==> src/rtl/nw_uart_pkg.sv <==
// Shared definitions for the UART-to-NW-core loader path: state encoding,
// framing bytes and default memory geometry.
package nw_uart_pkg;

  localparam int DEF_DATA_W = 8;
  localparam int DEF_DEPTH  = 8;

  localparam logic [7:0] TERM_BYTE = 8'h0A;
  localparam logic [7:0] SKIP_BYTE = 8'h0D;

  typedef enum logic [1:0] {
    S_LOAD_A = 2'd0,
    S_LOAD_B = 2'd1,
    S_DONE   = 2'd2
  } load_state_t;

endpackage

==> src/rtl/seq_load_addr_len_counter.sv <==
// Saturating symbol counter shared by sequences A and B; it never wraps,
// so an overlong sequence still reports exactly MAX symbols.
module seq_len_counter #(
  parameter int LEN_W = 4,
  parameter int MAX   = 8
) (
  input  logic             i_clk,
  input  logic             i_rst,
  input  logic             i_inc,
  input  logic             i_clr,
  output logic [LEN_W-1:0] o_count,
  output logic             o_at_max
);

  logic [LEN_W-1:0] r_count;

  always_ff @(posedge i_clk) begin
    if (i_rst) begin
      r_count <= '0;
    end else if (i_clr) begin
      r_count <= '0;
    end else if (i_inc && !o_at_max) begin
      r_count <= r_count + 1'b1;
    end
  end

  assign o_count  = r_count;
  assign o_at_max = (r_count == LEN_W'(MAX));

endmodule

==> src/rtl/seq_load_addr.sv <==
// Writes a byte stream into sequence memories A then B at incrementing
// addresses, latching each length at its terminator byte.
//
// state    | meaning
// S_LOAD_A | filling memory A, waiting for first non-empty terminator
// S_LOAD_B | filling memory B, waiting for its terminator
// S_DONE   | both sequences loaded; input back-pressured until rst/clear
module seq_load_addr
  import nw_uart_pkg::*;
#(
  parameter int                DATA_W = DEF_DATA_W,
  parameter int                DEPTH  = DEF_DEPTH,
  parameter int                ADDR_W = $clog2(DEPTH),
  parameter int                LEN_W  = $clog2(DEPTH + 1),
  parameter logic [DATA_W-1:0] TERM   = TERM_BYTE,
  parameter logic [DATA_W-1:0] SKIP   = SKIP_BYTE
) (
  input  logic              clk,
  input  logic              rst,
  input  logic              clear,
  input  logic              in_valid,
  input  logic [DATA_W-1:0] in_data,
  output logic              in_ready,
  output logic              we_a,
  output logic              we_b,
  output logic [ADDR_W-1:0] addr_w,
  output logic [DATA_W-1:0] wdata,
  output logic [LEN_W-1:0]  len_a,
  output logic [LEN_W-1:0]  len_b,
  output logic              done,
  output logic              err_ovf
);

  load_state_t       r_state;
  logic              r_we_a;
  logic              r_we_b;
  logic [ADDR_W-1:0] r_addr;
  logic [DATA_W-1:0] r_wdata;
  logic [LEN_W-1:0]  r_len_a;
  logic [LEN_W-1:0]  r_len_b;
  logic              r_done;
  logic              r_err_ovf;

  logic              w_accept;
  logic              w_is_term;
  logic              w_is_skip;
  logic              w_is_sym;
  logic              w_term_adv;
  logic              w_write;
  logic              w_ovf;
  logic              w_cnt_clr;
  logic [LEN_W-1:0]  w_count;
  logic              w_at_max;

  assign in_ready   = (r_state != S_DONE) && !clear;
  assign w_accept   = in_valid && in_ready;
  assign w_is_term  = (in_data == TERM);
  assign w_is_skip  = (in_data == SKIP);
  assign w_is_sym   = !w_is_term && !w_is_skip;
  assign w_term_adv = w_accept && w_is_term && (w_count != '0);
  assign w_write    = w_accept && w_is_sym && !w_at_max;
  assign w_ovf      = w_accept && w_is_sym && w_at_max;
  assign w_cnt_clr  = clear || w_term_adv;

  seq_len_counter #(
    .LEN_W (LEN_W),
    .MAX   (DEPTH)
  ) u_len_counter (
    .i_clk    (clk),
    .i_rst    (rst),
    .i_inc    (w_write),
    .i_clr    (w_cnt_clr),
    .o_count  (w_count),
    .o_at_max (w_at_max)
  );

  // clear shares the reset branch; a strobe registered last cycle is
  // already on the outputs and simply drops here.
  always_ff @(posedge clk) begin
    if (rst || clear) begin
      r_state   <= S_LOAD_A;
      r_we_a    <= 1'b0;
      r_we_b    <= 1'b0;
      r_addr    <= '0;
      r_wdata   <= '0;
      r_len_a   <= '0;
      r_len_b   <= '0;
      r_done    <= 1'b0;
      r_err_ovf <= 1'b0;
    end else begin
      r_we_a <= 1'b0;
      r_we_b <= 1'b0;

      if (w_write) begin
        r_we_a  <= (r_state == S_LOAD_A);
        r_we_b  <= (r_state == S_LOAD_B);
        r_addr  <= w_count[ADDR_W-1:0];
        r_wdata <= in_data;
      end

      if (w_ovf) begin
        r_err_ovf <= 1'b1;
      end

      if (w_term_adv) begin
        case (r_state)
          S_LOAD_A: begin
            r_len_a <= w_count;
            r_state <= S_LOAD_B;
          end
          S_LOAD_B: begin
            r_len_b <= w_count;
            r_done  <= 1'b1;
            r_state <= S_DONE;
          end
          default: r_state <= S_DONE;
        endcase
      end
    end
  end

  assign we_a    = r_we_a;
  assign we_b    = r_we_b;
  assign addr_w  = r_addr;
  assign wdata   = r_wdata;
  assign len_a   = r_len_a;
  assign len_b   = r_len_b;
  assign done    = r_done;
  assign err_ovf = r_err_ovf;

endmodule

==> config.mk <==
export PLATFORM = sky130hd
export DESIGN_NAME = seq_load_addr
export DESIGN_NICKNAME = d
export VERILOG_FILES = /design/src/rtl/nw_uart_pkg.sv /design/src/rtl/seq_load_addr_len_counter.sv /design/src/rtl/seq_load_addr.sv
export SDC_FILE = /design/constraint.sdc
export NUM_CORES = 1
export LEC_CHECK = 0
export ABC_AREA = 1
export CAP_MARGIN = 10
export CORE_MARGIN = 2
export CORE_UTILIZATION = 44
export CTS_CLUSTER_DIAMETER = 60
export CTS_CLUSTER_SIZE = 28
export DETAILED_ROUTE_END_ITERATION = 10
export GPL_TIMING_DRIVEN = 0
export PLACE_DENSITY = 0.83
export SETUP_SLACK_MARGIN = 0.2
export SKIP_LAST_GASP = 1
export SLEW_MARGIN = 40
export SYNTH_ARGS = -nofsm -noshare
export SYNTH_HDL_FRONTEND = slang
export SYNTH_SLANG_ARGS = --single-unit
==> constraint.sdc <==
create_clock -name clk -period 1.5 [get_ports clk]
set_clock_uncertainty 0.2 [all_clocks]
set_input_delay 0.225 -clock clk [delete_from_list [all_inputs] [get_ports clk]]
set_output_delay 0.225 -clock clk [all_outputs]
set_load 0.05 [all_outputs]
# Word level (Yosys, flattened, before mapping)
# Index checks and enable logic that the tools add are counted.
dict set report totals {
  mem_bits_ro 0
  input_bits 12
  elab_cells 39
  out_inout_bits 24
  latch_bits 0
  mem_bits_rw 0
  mem_count 0
  regBits 29
}
dict set report classes {
  n_reduce_logical 21
  n_mux 1
  n_lt_le_gt_ge 0
  add_sub_neg 1
  shifts 0
  bitwise 1
  n_eq_ne 5
  mul 0
  div 0
}
# op n
set op_table {}
lappend op_table {{8-bit by 4-bit == test with 1-bit output, second input constant} 2}
lappend op_table {{1-bit logical AND} 9}
lappend op_table {{4-bit by 1-bit adder with 4-bit output, second input constant} 1}
lappend op_table {{4-bit == test, second input constant} 1}
lappend op_table {{1-bit zero test} 4}
lappend op_table {{2-bit AND reduction} 2}
lappend op_table {{4-bit nonzero test} 1}
lappend op_table {{2-bit OR reduction} 2}
lappend op_table {{2-bit by 1-bit == test with 1-bit output, second input constant} 1}
lappend op_table {{2-bit zero test} 1}
lappend op_table {{1-bit logical OR} 2}
lappend op_table {{2-bit two-way mux} 1}
lappend op_table {{2-bit != test, second input constant} 1}
lappend op_table {{1-bit inverter} 1}

# Depth between registers and ports, before layout
dict set report logic_depth {
  word_depth 7
  ltp_mapped 9
}

# By module
# A second synthesis with hierarchy kept.
dict set report hier_totals {
  cells_unflattened 215
  area_unflattened_um2 1438.9
}
# module instances seq_area_each_um2 area_per_inst_um2 cells_per_inst
set modules_own_cells {}
lappend modules_own_cells {seq_load_addr 1 500.5 1214.9 182}
lappend modules_own_cells {seq_len_counter 1 80.1 224.0 33}

# Worst setup path before layout
# Ideal clock, no wire load.
dict set report synth_timing {
  path_type {register to register}
  startpoint {register u_len_counter.r_count[1] (netlist: u_len_counter.o_count[1])}
  endpoint {register u_len_counter.r_count[1] (netlist: u_len_counter.o_count[1])}
  t_arrival_ns 1.251
  path_buffers 1
  required_time_ns 1.234
  path_stages_with_launch 7
  setup_ns 0.066
  setup_slack_ns -0.017
  cell_sequence {dfxtp_1 inv_1 ha_1 nand3_2 buf_2 nand4_1 a21oi_2}
}
dict set report synth_between {
  elab_chain_cells 4
}
# element line_no
set synth_lines {}
lappend synth_lines {{from (decl)} seq_load_addr_len_counter.sv:15} ;# logic [LEN_W-1:0] r_count;
lappend synth_lines {{from (signal assigned)} seq_load_addr_len_counter.sv:23} ;# r_count <= r_count + 1'b1;
lappend synth_lines {{parallel branches: the longest is 4 deep, another holds 4-bit by 1-bit adder with 4-bit output} n/a}
# Several ways; the timed one is not identified.
# A chain may end at the register's enable or synchronous reset.

# Worst setup path after layout
dict set report layout_timing {
  startpoint {register u_len_counter.r_count[0] (netlist: u_len_counter.o_count[0])}
  endpoint {register r_wdata[4] (netlist: wdata[4])}
}
dict set report layout_between {
  elab_chain_cells 3
}
# element line_no
set layout_lines {}
lappend layout_lines {{4-bit == test} seq_load_addr_len_counter.sv:28} ;# assign o_at_max = (r_count == LEN_W'(MAX));
lappend layout_lines {{1-bit zero test} seq_load_addr.sv:61} ;# assign w_write = w_accept && w_is_sym && !w_at_max;
lappend layout_lines {{1-bit logical AND} seq_load_addr.sv:61}
lappend layout_lines {{to (signal assigned)} seq_load_addr.sv:98} ;# r_wdata <= in_data;
lappend layout_lines {{to (decl)} seq_load_addr.sv:38} ;# logic [DATA_W-1:0] r_wdata;
# Every way passes these cells.

==> flow_summary.yaml <==
run_status:
  violations: "negative setup slack"
  status: "finished with violations"
sta:
  hold_ws_ns: 0.155
  worst_pin_slew_ns: 0.303
  drv_slew: 0
  fin_crit_ns: 1.50
  rsz0062_at_grt: "yes"
  setup_viol: 1
  fmax_mhz: 666
  finalWorstSetupSlack_ns: -0.000854
  min_period_over_period_pct: 100
  relSlewSlack_pct: 79.8
  finalHoldViolations: 0
  setup_tns_ns: -0.000854
routing:
  vias: 1402
  routed_wl_um: 4090
  drtIter0Drc: 67
  drc: 0
  first_pass_iters: 4
  wl_per_cell_um: 15.1
  vias_per_cell: 5.17
  drtAntennaViolNets: 0
yosys:
  ys_seq_elements: 29
  ys_seq_area_share_pct: 40.1
  yosysWarnings: 0
  ys_types: 29
  syn_area_per_cell_sq_um: 8.77
  syn_area_sq_um: 1450
  synthesis.nets: 179
  syn_inst: 165
clock_network:
  holdBufCountCts: 0
  cts_root_buf: "clkbuf_4"
  cts.sinks: 29
  numCtsBuffers: 5
  insertion_delay_ns: 0.34
  cts.reportedPaths.clkPinSlew_ns: 0.10
  cts_tree: "yes"
  clock_path_buffers: 2
  htree_levels: 2
placement:
  place.port_buffers: 35
  post-place-ws_ns: -0.630
  place.gp.congestion: 0.803
  dpl_cell_area_sq_um: 1900
  hpwl_um: 2150
cells_and_area:
  final_cell_mix: "nor2_1, dfxtp_2, nand2_1"
  drive_gt1_share_pct: 56.4
  fin_area_sq_um: 2330
  finish.net_count: 240
  area_growth_pct: 60.9
  num_antenna_cells: 0
floorplanning:
  initial_utilization_pct: 47.0
  core_area_sq_um: 3080
  die_w_um: 61.3
  dieArea_sq_um: 3760
  core.rowCount: 20
  fp.dieH_um: 61.3
  ios: 36
worst_setup_path:
  end_kind: "flop"
  reg2reg_slack_ns: -0.0009
  worstSetupPathType: "flop to flop"
  crit_fanout: 6
  start_kind: "flop"
  cp_data_arrival_time_ns: 1.56
  crit_required_ns: 1.56
job:
  drv_cap: 0
global_routing:
  antenna_found_initial: 0
  grt_pass1_wl_um: 6000
  grt_overflow_total: 0
  grt_max_degree: 11
  grt_pass1_vias: 1335
  grt_usage_pct: 22.8
min_path:
  min-delay-path-class: "input port to flop"
power_and_ir_drop:
  power.leakage_nw: 1.02
  p_per_area_nw_per_um2: 721
  peakVddDrop_mv: 0.585
  p_total_mw: 1.68
## through the flow
step	utilization, %	instances
after global placement	61.8	244
after CTS	71.3	268
after detailed placement	61.8	244
after floorplan	-	165
after global routing	75.6	271
final	75.6	271
## area by class of cell
cell class,instances,area (sq um)
buffer,5,61.3
sequential,29,629
timing repair buffer,54,596
fill,208,751
tap,44,55.1
inverter,19,81.3
clock inverter,1,30.0
multi-input combinational,112,820
clock buffer,7,55.1
## final timing paths
kind                                                       startpoint                     to  cells past startpoint
worst max-delay path            u_len_counter.o_count[0]$_SDFFE_PP0P_  wdata[4]$_SDFFE_PP0P_                      7
worst min-delay path                                       in_data[2]  wdata[2]$_SDFFE_PP0P_                      3
worst max register to register  u_len_counter.o_count[0]$_SDFFE_PP0P_  wdata[4]$_SDFFE_PP0P_                      7
worst min register to register                  wdata[3]$_SDFFE_PP0P_  wdata[3]$_SDFFE_PP0P_                      2
## worst max-delay path, stage by stage (launching register included)
cell and delay, ns:
dfxtp_4 0.37, inv_4 0.06, ha_4 0.16, nand3_4 0.12
nand3_4 0.17, buf_16 0.16, nand2_4 0.05, a21oi_2 0.12
## routing by layer
layer | up-vias | wire length [um] | global-route usage (%)
met4 | 0 | 131 | 10.9
met3 | 14 | 224 | 7.77
met1 | 656 | 1600 | 26.0
met5 | - | 0 | 0
met2 | 58 | 2140 | 38.4
li1 | 674 | - | -
## repair_timing
action / CTS / global route
pin swaps: 15 / 10
cloned: 1 / 0
gates resized for setup: 199 / 43
buffers inserted: 15 / 3
setup endpoints to repair: 53 / 53
endpoints found under the hold margin: 0 / 0
## cell families (layout without fill, tap and decap cells)
| kind of cell | after synthesis | count (layout) | share of synthesized area (%) |
|---|---|---|---|
| AOI/OAI and AO/OA | 21 | 21 | 9.60 |
| adders and majority gates | 2 | 2 | 1.73 |
| DFF | 29 | 29 | 40.1 |
| xor gates and xnor gates | 1 | 1 | 0.606 |
| buffers and inverters | 24 | 86 | 7.61 |
| and+or+nand+nor | 88 | 88 | 40.3 |
## synthesized netlist by cell type
| cell type | instances | area (sq um) |
|---|---|---|
| nor2_8 | 2 | 40.0 |
| nand3_1 | 4 | 20.0 |
| a211oi_1 | 1 | 7.51 |
| dfxtp_1 | 29 | 581 |
| o22ai_1 | 1 | 6.26 |
| nand3_4 | 2 | 35.0 |
| buf_2 | 3 | 15.0 |
| nand3b_1 | 1 | 7.51 |
| nand2_4 | 9 | 101 |
| inv_1 | 15 | 56.3 |
| nand4_2 | 1 | 12.5 |
| a21oi_2 | 8 | 70.1 |
| xor2_1 | 1 | 8.76 |
| nand4_4 | 1 | 21.3 |
| nor2_1 | 23 | 86.3 |
| nor3_1 | 1 | 5.00 |
| nand4_1 | 15 | 93.8 |
| nor3b_2 | 2 | 25.0 |
| ha_1 | 2 | 25.0 |
| clkbuf_1 | 1 | 3.75 |
| nand2_1 | 21 | 78.8 |
| nor2_4 | 3 | 33.8 |
| buf_12 | 1 | 20.0 |
| a21oi_1 | 7 | 35.0 |
| inv_2 | 2 | 7.51 |
| nand3_2 | 1 | 10.0 |
| o21ai_0 | 4 | 20.0 |
| nand2_2 | 2 | 12.5 |
| clkinv_1 | 2 | 7.51 |
## where the power goes
part | switching (mW) | internal (mW)
Clock | 0.283 | 0.398
Combinational | 0.132 | 0.0925
Sequential | 0.00628 | 0.767
## flip-flops by register name, indices dropped and copies added (netlist names)
name                   flops
addr_w                     3
done                       1
err_ovf                    1
len_a                      4
len_b                      4
r_state                    2
u_len_counter.o_count      4
wdata                      8
we_a                       1
we_b                       1
Power figures use the tool's default switching activity.
